<file path="src/rtl/synth_pkg.sv">
// Shared synth-voice definitions: clock/sample-rate constants, default
// datapath widths and the phase / table-address types.
package synth_pkg;

  localparam int unsigned SYS_CLK_HZ = 100_000_000;
  localparam int unsigned SAMPLE_HZ  = 44_100;

  localparam int unsigned ACC_WIDTH  = 24;
  localparam int unsigned ADDR_WIDTH = 8;

  // Rounded clk cycles per audio sample (2268 at 100 MHz / 44.1 kHz).
  localparam int unsigned TICK_DIV_DFLT = (SYS_CLK_HZ + SAMPLE_HZ / 2) / SAMPLE_HZ;

  typedef logic [ACC_WIDTH-1:0]  phase_t;
  typedef logic [ADDR_WIDTH-1:0] tbl_addr_t;

endpackage

</file>
<file path="src/rtl/sample_tick_gen.sv">
// Sample-rate tick generator: divides clk by TICK_DIV while en is high.
// Ports:
//   clk   - system clock
//   reset - asynchronous active-high reset (counter to 0)
//   en    - count enable; low holds the counter and suppresses tick
//   tick  - combinational, high in the last cycle of each TICK_DIV period
module sample_tick_gen
  import synth_pkg::*;
#(
  parameter int unsigned TICK_DIV = TICK_DIV_DFLT
) (
  input  logic clk,
  input  logic reset,
  input  logic en,
  output logic tick
);

  localparam int unsigned CNT_W = (TICK_DIV > 1) ? $clog2(TICK_DIV) : 1;
  localparam logic [CNT_W-1:0] LAST = CNT_W'(TICK_DIV - 1);

  logic [CNT_W-1:0] count_q, count_d;

  // Modulo-TICK_DIV counter, frozen when disabled.
  always_comb begin
    count_d = count_q;
    if (en) begin
      count_d = (count_q == LAST) ? '0 : count_q + CNT_W'(1);
    end
  end

  always_ff @(posedge clk or posedge reset) begin
    if (reset) count_q <= '0;
    else       count_q <= count_d;
  end

  assign tick = en && (count_q == LAST);

endmodule

</file>
<file path="src/rtl/phase_accumulator.sv">
// NCO phase accumulator producing the waveform table address for a voice.
// Optional macro PHASE_ACC_GLIDE_EN: adds glide_step and slews the active
// tuning word toward the last written word instead of switching at once.
// Ports:
//   clk, reset  - system clock, asynchronous active-high reset
//   en          - run enable (freezes tick counter and phase when low)
//   freq_wr     - strobe capturing freq_in as the next tuning word
//   freq_in     - tuning word (phase increment per sample)
//   sync        - hard sync: zero phase at the next sample tick
//   glide_step  - (glide build only) max tuning-word change per tick
//   addr_r      - top ADDR_WIDTH bits of the phase accumulator
//   sample_tick - one-cycle pulse in the cycle whose edge updates phase
//   wrap        - registered pulse when the phase add carries out
//   freq_busy   - a written tuning word is not yet fully active
module phase_accumulator
  import synth_pkg::*;
#(
  parameter int unsigned ACC_WIDTH  = synth_pkg::ACC_WIDTH,
  parameter int unsigned ADDR_WIDTH = synth_pkg::ADDR_WIDTH,
  parameter int unsigned TICK_DIV   = TICK_DIV_DFLT
) (
  input  logic                  clk,
  input  logic                  reset,
  input  logic                  en,
  input  logic                  freq_wr,
  input  logic [ACC_WIDTH-1:0]  freq_in,
  input  logic                  sync,
`ifdef PHASE_ACC_GLIDE_EN
  input  logic [ACC_WIDTH-1:0]  glide_step,
`endif
  output logic [ADDR_WIDTH-1:0] addr_r,
  output logic                  sample_tick,
  output logic                  wrap,
  output logic                  freq_busy
);

  logic [ACC_WIDTH-1:0] acc_q, acc_d;
  logic [ACC_WIDTH-1:0] active_q, active_d;
  logic                 sync_pending_q, sync_pending_d;
  logic                 wrap_q, wrap_d;
  logic                 freq_busy_q, freq_busy_d;
  logic [ACC_WIDTH:0]   sum;

`ifdef PHASE_ACC_GLIDE_EN
  logic [ACC_WIDTH-1:0] target_q, target_d;
  logic [ACC_WIDTH-1:0] gap, step;
  logic                 rising;
`else
  logic [ACC_WIDTH-1:0] pending_q, pending_d;
  logic                 pending_valid_q, pending_valid_d;
`endif

  sample_tick_gen #(.TICK_DIV(TICK_DIV)) u_tick (
    .clk   (clk),
    .reset (reset),
    .en    (en),
    .tick  (sample_tick)
  );

  // Phase add with carry; uses the tuning word active before this tick.
  assign sum = {1'b0, acc_q} + {1'b0, active_q};

`ifdef PHASE_ACC_GLIDE_EN
  // Distance and direction to the target; zero step means jump straight there.
  assign rising = (target_q >= active_q);
  assign gap    = rising ? (target_q - active_q) : (active_q - target_q);
  assign step   = ((glide_step == '0) || (glide_step >= gap)) ? gap : glide_step;
`endif

  always_comb begin
    acc_d          = acc_q;
    active_d       = active_q;
    sync_pending_d = sync_pending_q;
    wrap_d         = 1'b0;
`ifdef PHASE_ACC_GLIDE_EN
    target_d       = freq_wr ? freq_in : target_q;
`else
    pending_d       = pending_q;
    pending_valid_d = pending_valid_q;
`endif

    if (sample_tick) begin
      // Sync beats the add; a consumed sync clears its pending flag.
      if (sync_pending_q || sync) begin
        acc_d  = '0;
        wrap_d = 1'b0;
      end else begin
        acc_d  = sum[ACC_WIDTH-1:0];
        wrap_d = sum[ACC_WIDTH];
      end
      sync_pending_d = 1'b0;
`ifdef PHASE_ACC_GLIDE_EN
      active_d = rising ? (active_q + step) : (active_q - step);
`else
      active_d        = freq_wr ? freq_in : (pending_valid_q ? pending_q : active_q);
      pending_valid_d = 1'b0;
`endif
    end else begin
      if (sync) sync_pending_d = 1'b1;
`ifndef PHASE_ACC_GLIDE_EN
      if (freq_wr) begin
        pending_d       = freq_in;
        pending_valid_d = 1'b1;
      end
`endif
    end

`ifdef PHASE_ACC_GLIDE_EN
    freq_busy_d = (active_d != target_d);
`else
    freq_busy_d = pending_valid_d;
`endif
  end

  always_ff @(posedge clk or posedge reset) begin
    if (reset) begin
      acc_q          <= '0;
      active_q       <= '0;
      sync_pending_q <= 1'b0;
      wrap_q         <= 1'b0;
      freq_busy_q    <= 1'b0;
`ifdef PHASE_ACC_GLIDE_EN
      target_q       <= '0;
`else
      pending_q       <= '0;
      pending_valid_q <= 1'b0;
`endif
    end else begin
      acc_q          <= acc_d;
      active_q       <= active_d;
      sync_pending_q <= sync_pending_d;
      wrap_q         <= wrap_d;
      freq_busy_q    <= freq_busy_d;
`ifdef PHASE_ACC_GLIDE_EN
      target_q       <= target_d;
`else
      pending_q       <= pending_d;
      pending_valid_q <= pending_valid_d;
`endif
    end
  end

  assign addr_r    = acc_q[ACC_WIDTH-1 -: ADDR_WIDTH];
  assign wrap      = wrap_q;
  assign freq_busy = freq_busy_q;

endmodule

</file>
<file path="config.mk">
export PLATFORM = sky130hd
export DESIGN_NAME = phase_accumulator
export DESIGN_NICKNAME = d
export VERILOG_FILES = /design/src/rtl/synth_pkg.sv /design/src/rtl/sample_tick_gen.sv /design/src/rtl/phase_accumulator.sv
export SDC_FILE = /design/constraint.sdc
export NUM_CORES = 1
export LEC_CHECK = 0
export ABC_AREA = 1
export CORE_UTILIZATION = 55
export CTS_CLUSTER_SIZE = 20
export DETAILED_ROUTE_END_ITERATION = 16
export PLACE_DENSITY_LB_ADDON = 0.25
export SLEW_MARGIN = 10
export SYNTH_ARGS = -nofsm -noshare
export SYNTH_HDL_FRONTEND = slang
export SYNTH_HIERARCHICAL = 1
export SYNTH_SLANG_ARGS = --single-unit
</file>
<file path="constraint.sdc">
create_clock -name clk -period 3.5 [get_ports clk]
set_input_delay 0.7 -clock clk [delete_from_list [all_inputs] [get_ports clk]]
set_output_delay 0.7 -clock clk [all_outputs]
set_load 0.01 [all_outputs]
</file>
Word level (Yosys, flattened, before mapping). Index checks and enable logic that the tools add are counted.

Equality and inequality tests: 1. $add $sub $neg: 2. Reduce and logical (&&, ||, !) cells: 7. Mux-type cells: 10. Bitwise operators: 1.

Operator list (count): two-way mux 24 bit (3); adder 24 x 24 -> 25 bit (1); adder 12 x 1 -> 12 bit (second input constant) (1); equality test 12 bit (second input constant) (1); two-way mux 12 bit (1); two-way mux 1 bit (6); nonzero test 2 bit (3); AND reduction 2 bit (2); logical AND 1 bit (1); logical OR 1 bit (1); NOT 1 bit (1).

Logic and storage cells: 28. Register bits: 87. Input port bits: 29. Output and inout port bits: 11.

Longest topological paths before layout.
Depth after elaboration: 4. Gate-level depth with buffers: 13. Mapped depth without buffers: 13.

By module. The synthesis kept the hierarchy.

By module, submodules not included: phase_accumulator (times used 1, area an instance 4755.8 µm², cells each 653, seq. area each 1876.8 µm²); sample_tick_gen (times used 1, area an instance 715.7 µm², cells each 96, seq. area each 300.3 µm²).

Worst setup path after synthesis. No wires, ideal clock.

Path type: input to register. From: input en. To: register pending_q[0]. Stages on the path: 8. Setup slack: 1.390 ns. Arrival time: 1.985 ns. Path through: nand2_1 > nor3_2 > nand3_2 > inv_1 > inv_2 > nand2_2 > buf_2 > mux2_2.

Word-level cells in the longest chain between the ends: 3.

RTL lines: start, declared (line phase_accumulator.sv:24) `input logic en,`; logical AND 1 bit (line sample_tick_gen.sv:36) `assign tick = en && (count_q == LAST);`; net sample_tick (line phase_accumulator.sv:32) `output logic sample_tick,`; NOT 1 bit (no source line); AND reduction 2 bit (no source line); end signal, assigned (line phase_accumulator.sv:137) `pending_q <= pending_d;`; end, declared (line phase_accumulator.sv:49) `logic [ACC_WIDTH-1:0] pending_q, pending_d;`.

The timed path passes the listed nets, and every way through them passes these cells. A chain may end at the register's enable or synchronous reset.

Final worst setup path.
From: input en. To: output sample_tick.

Word-level cells in the longest chain between the ends: 1.

RTL lines (line): logical AND 1 bit (sample_tick_gen.sv:36); end, declared (phase_accumulator.sv:32).

Every way passes these cells.

==> reports/metrics.csv <==
metric;value;unit
cts_setup_buffers;0;
avgSynthCellArea;7.31;µm²
cp_cell_sequence;clkdlybuf4s50_1 -> nand2_1 -> nor3_2 -> nand3_2 -> inv_1 -> clkdlybuf4s50_1;
yosys_warnings;6;
htreeDepth;3;
synth_edf_count;0;
synth_xor_xnor_area_share;0.480;%
yosys-mux-area-fraction;4.94;%
tritoncts;done;
drtIter0Drc;252;
holdWs;496;ps
synth_common_cells;272 x nand2_1, 100 x inv_1, 87 x dfrtp_1;
rsz0062_at_grt;no;
root_buffer;clkbuf_8;
yosys.area.top_type;dfrtp_1;
drive_above_1_share;10.4;%
die_w;102;µm
cts.sinks;87;
drc;0;
nNetsFinal;838;
dp_hpwl;8860;µm
setup_viol;0;
drt-vias-per-instance;5.12;
place.gp.congestion;0.930;
track_usage;25.1;%
crit_family;buffers and inverters;
synth_top_flop_cell;dfrtp_1;
synth_compound_area_share;6.70;%
place_area;0.00598;mm²
ys_seq_elements;87;
worst_slack;438;ps
dr.pass1.iters;5;
vias;4717;
clk_pin_slew;80;ps
yosysSeqAreaShare;39.8;%
crit_path_end_kind;primary output;
synth_top_family_by_area;simple AND/OR/NAND/NOR gates;
hold_class;flop to flop;
ys_async_sr_fraction;100;%
io-pin-count;40;
cpMostUsedCell;clkdlybuf4s50_1;
overflow;0;
diodes;0;
synth_area_leaders;dfrtp_1 40%, nand2_1 19%, inv_1 6.9%, ha_1 5.7%, mux2_2 4.9%;
post_cts_resized;0;
skew;12.1;ps
crit_fanout;8;
arrival;2360;ps
synth_cell_type_count;34;
p_per_area;376;mW/mm²
path_buf_inv;3;
crit_required;2800;ps
report.final.slew_viol_count;0;
slowest_delay;580;ps
clock_latency;360;ps
synth_area;0.00547;mm²
synth_most_common_cell;nand2_1;
setup_tns;0;ps
fin_area;0.00620;mm²
pre_cts_ws;453;ps
synthCells;749;
dp.cells;905;
status;finished clean;
ctsHoldBuffers;0;
crit_path_top_delay_cell;clkdlybuf4s50_1;
core_area;0.00973;mm²
initial_core_util;56.2;%
wirelength;11700;µm
timing.final.hold_violations;0;
area_growth;13.3;%
syn-num-nets;804;
synth-simple-area-share;32.4;%
worstSetupPathType;input pin to primary output;
netlist.area_leader.share;39.8;%
core.rowCount;36;
period_needed;3060;ps
fmax;0.327;GHz
grt_antenna_before_repair;0;
instances_no_fill;921;
worstMarginPinSlew;919;ps
synth_fa_ha_area_share;6.08;%
grt_pass1_wl;20400;µm
drv_cap;0;
cts-buffers-inserted;9;
period_share;87.5;%
cp-start-kind;input pin;
grt_max_degree;76;
fp.dieH;102;µm
ctsLongestPathBuffers;2;
antenna_left;0;
relSlewSlack;38.7;%
grt_pass1_vias;4579;
port_buffers;39;
post_drt_wl_per_cell;12.7;µm
dieArea;0.0104;mm²
p_leak;3.36;nW
peakVddDrop;487;µV
[flip-flops by register name (all words and copies together), names as in the netlist]
name             cells
acc_q               24
active_q            24
pending_q           24
u_tick/count_q      12
pending_valid_q      1
sync_pending_q       1
wrap                 1
[area by class of cell]
class,instances,area (µm²)
fillers,854,3530
multi-input cells,535,2770
flip-flops and latches,87,2180
repair buffers,46,468
inverters,104,390
well taps,133,166
clock buffers,11,141
clock inverters,5,81.3
[metal layers]
layer / vias up / routed length [µm] / global-route usage, %
li1: 2425 / - / -
met1: 2180 / 5660 / 34.2
met2: 101 / 5450 / 41.6
met3: 11 / 489 / 3.80
met4: 0 / 102 / 7.69
met5: - / 0 / 0
[kinds of logic (layout without fill, tap and decap cells)]
kind of cell,count (synthesis),in the layout
muxes,24,24
AOI/OAI and AO/OA,63,63
buffers and inverters,127,166
DFF,87,87
xor gates and xnor gates,3,3
and+or+nand+nor,419,419
adders and majority gates,26,26
[stage by stage]
stage | power [W] | util [%]
finish | 0.00233 | 63.7
global route | 0.00244 | 63.7
CTS | 0.00235 | 63.7
detailed placement | 0.00157 | 61.4
global placement | 0.00155 | 61.4
floorplan | 0.00146 | -
[worst paths after layout]
check,start,endpoint,slack (ps),cells past startpoint
setup / recovery,en,sample_tick,440,6
hold / removal,acc_q[12]$_DFFE_PP0P_,acc_q[12]$_DFFE_PP0P_,500,2
setup reg to reg,u_tick/count_q[0]$_DFFE_PP0P_,active_q[21]$_DFFE_PP0P_,1130,11
hold reg to reg,acc_q[12]$_DFFE_PP0P_,acc_q[12]$_DFFE_PP0P_,500,2
max in group asynchronous,reset,pending_q[23]$_DFFE_PP0P_,1940,3
min in group asynchronous,reset,u_tick/count_q[10]$_DFFE_PP0P_,680,2
[worst reg2reg max path, cell delays in order, from the launching register on]
cell,delay (ps)
dfrtp_1,390
ha_1,210
nand2_1,60
nor3_1,210
nand3_2,220
inv_1,220
inv_2,70
buf_4,240
a21oi_4,170
buf_12,230
nor2_1,90
a31oi_1,170
[cells in the final DEF (no fill, tap or decap), drive strengths merged]
cell           Yosys  final
dfrtp             87     87
and3               1      1
clkdlybuf4s50      0     39
and2               1      1
or2                1      1
buf               17      7
ha                25     25
nor3               5      5
fa                 1      1
nand4              8      8
xor2               2      2
a31oi             25     25
bufinv             0      2
a21oi             20     20
clkinv             1      3
a32o               1      1
nand2            283    283
nand3b             6      6
mux2              24     24
clkbuf             6     11
a22o               2      2
inv              103    103
nand3             34     34
nor2              80     80
o21ai             15     15
xnor2              1      1
clkinvlp           0      1
[power breakdown]
part / total, W / internal, W / leakage [nW] / switching [W]
Combinational: 0.000386 / 0.000160 / 2.14 / 0.000226
Clock: 0.000776 / 0.000422 / 0.110 / 0.000354
Sequential: 0.00117 / 0.00109 / 1.11 / 0.0000756
Total: 0.00233 / 0.00168 / 3.36 / 0.000656
No activity file was read; power rests on OpenSTA's default activity.
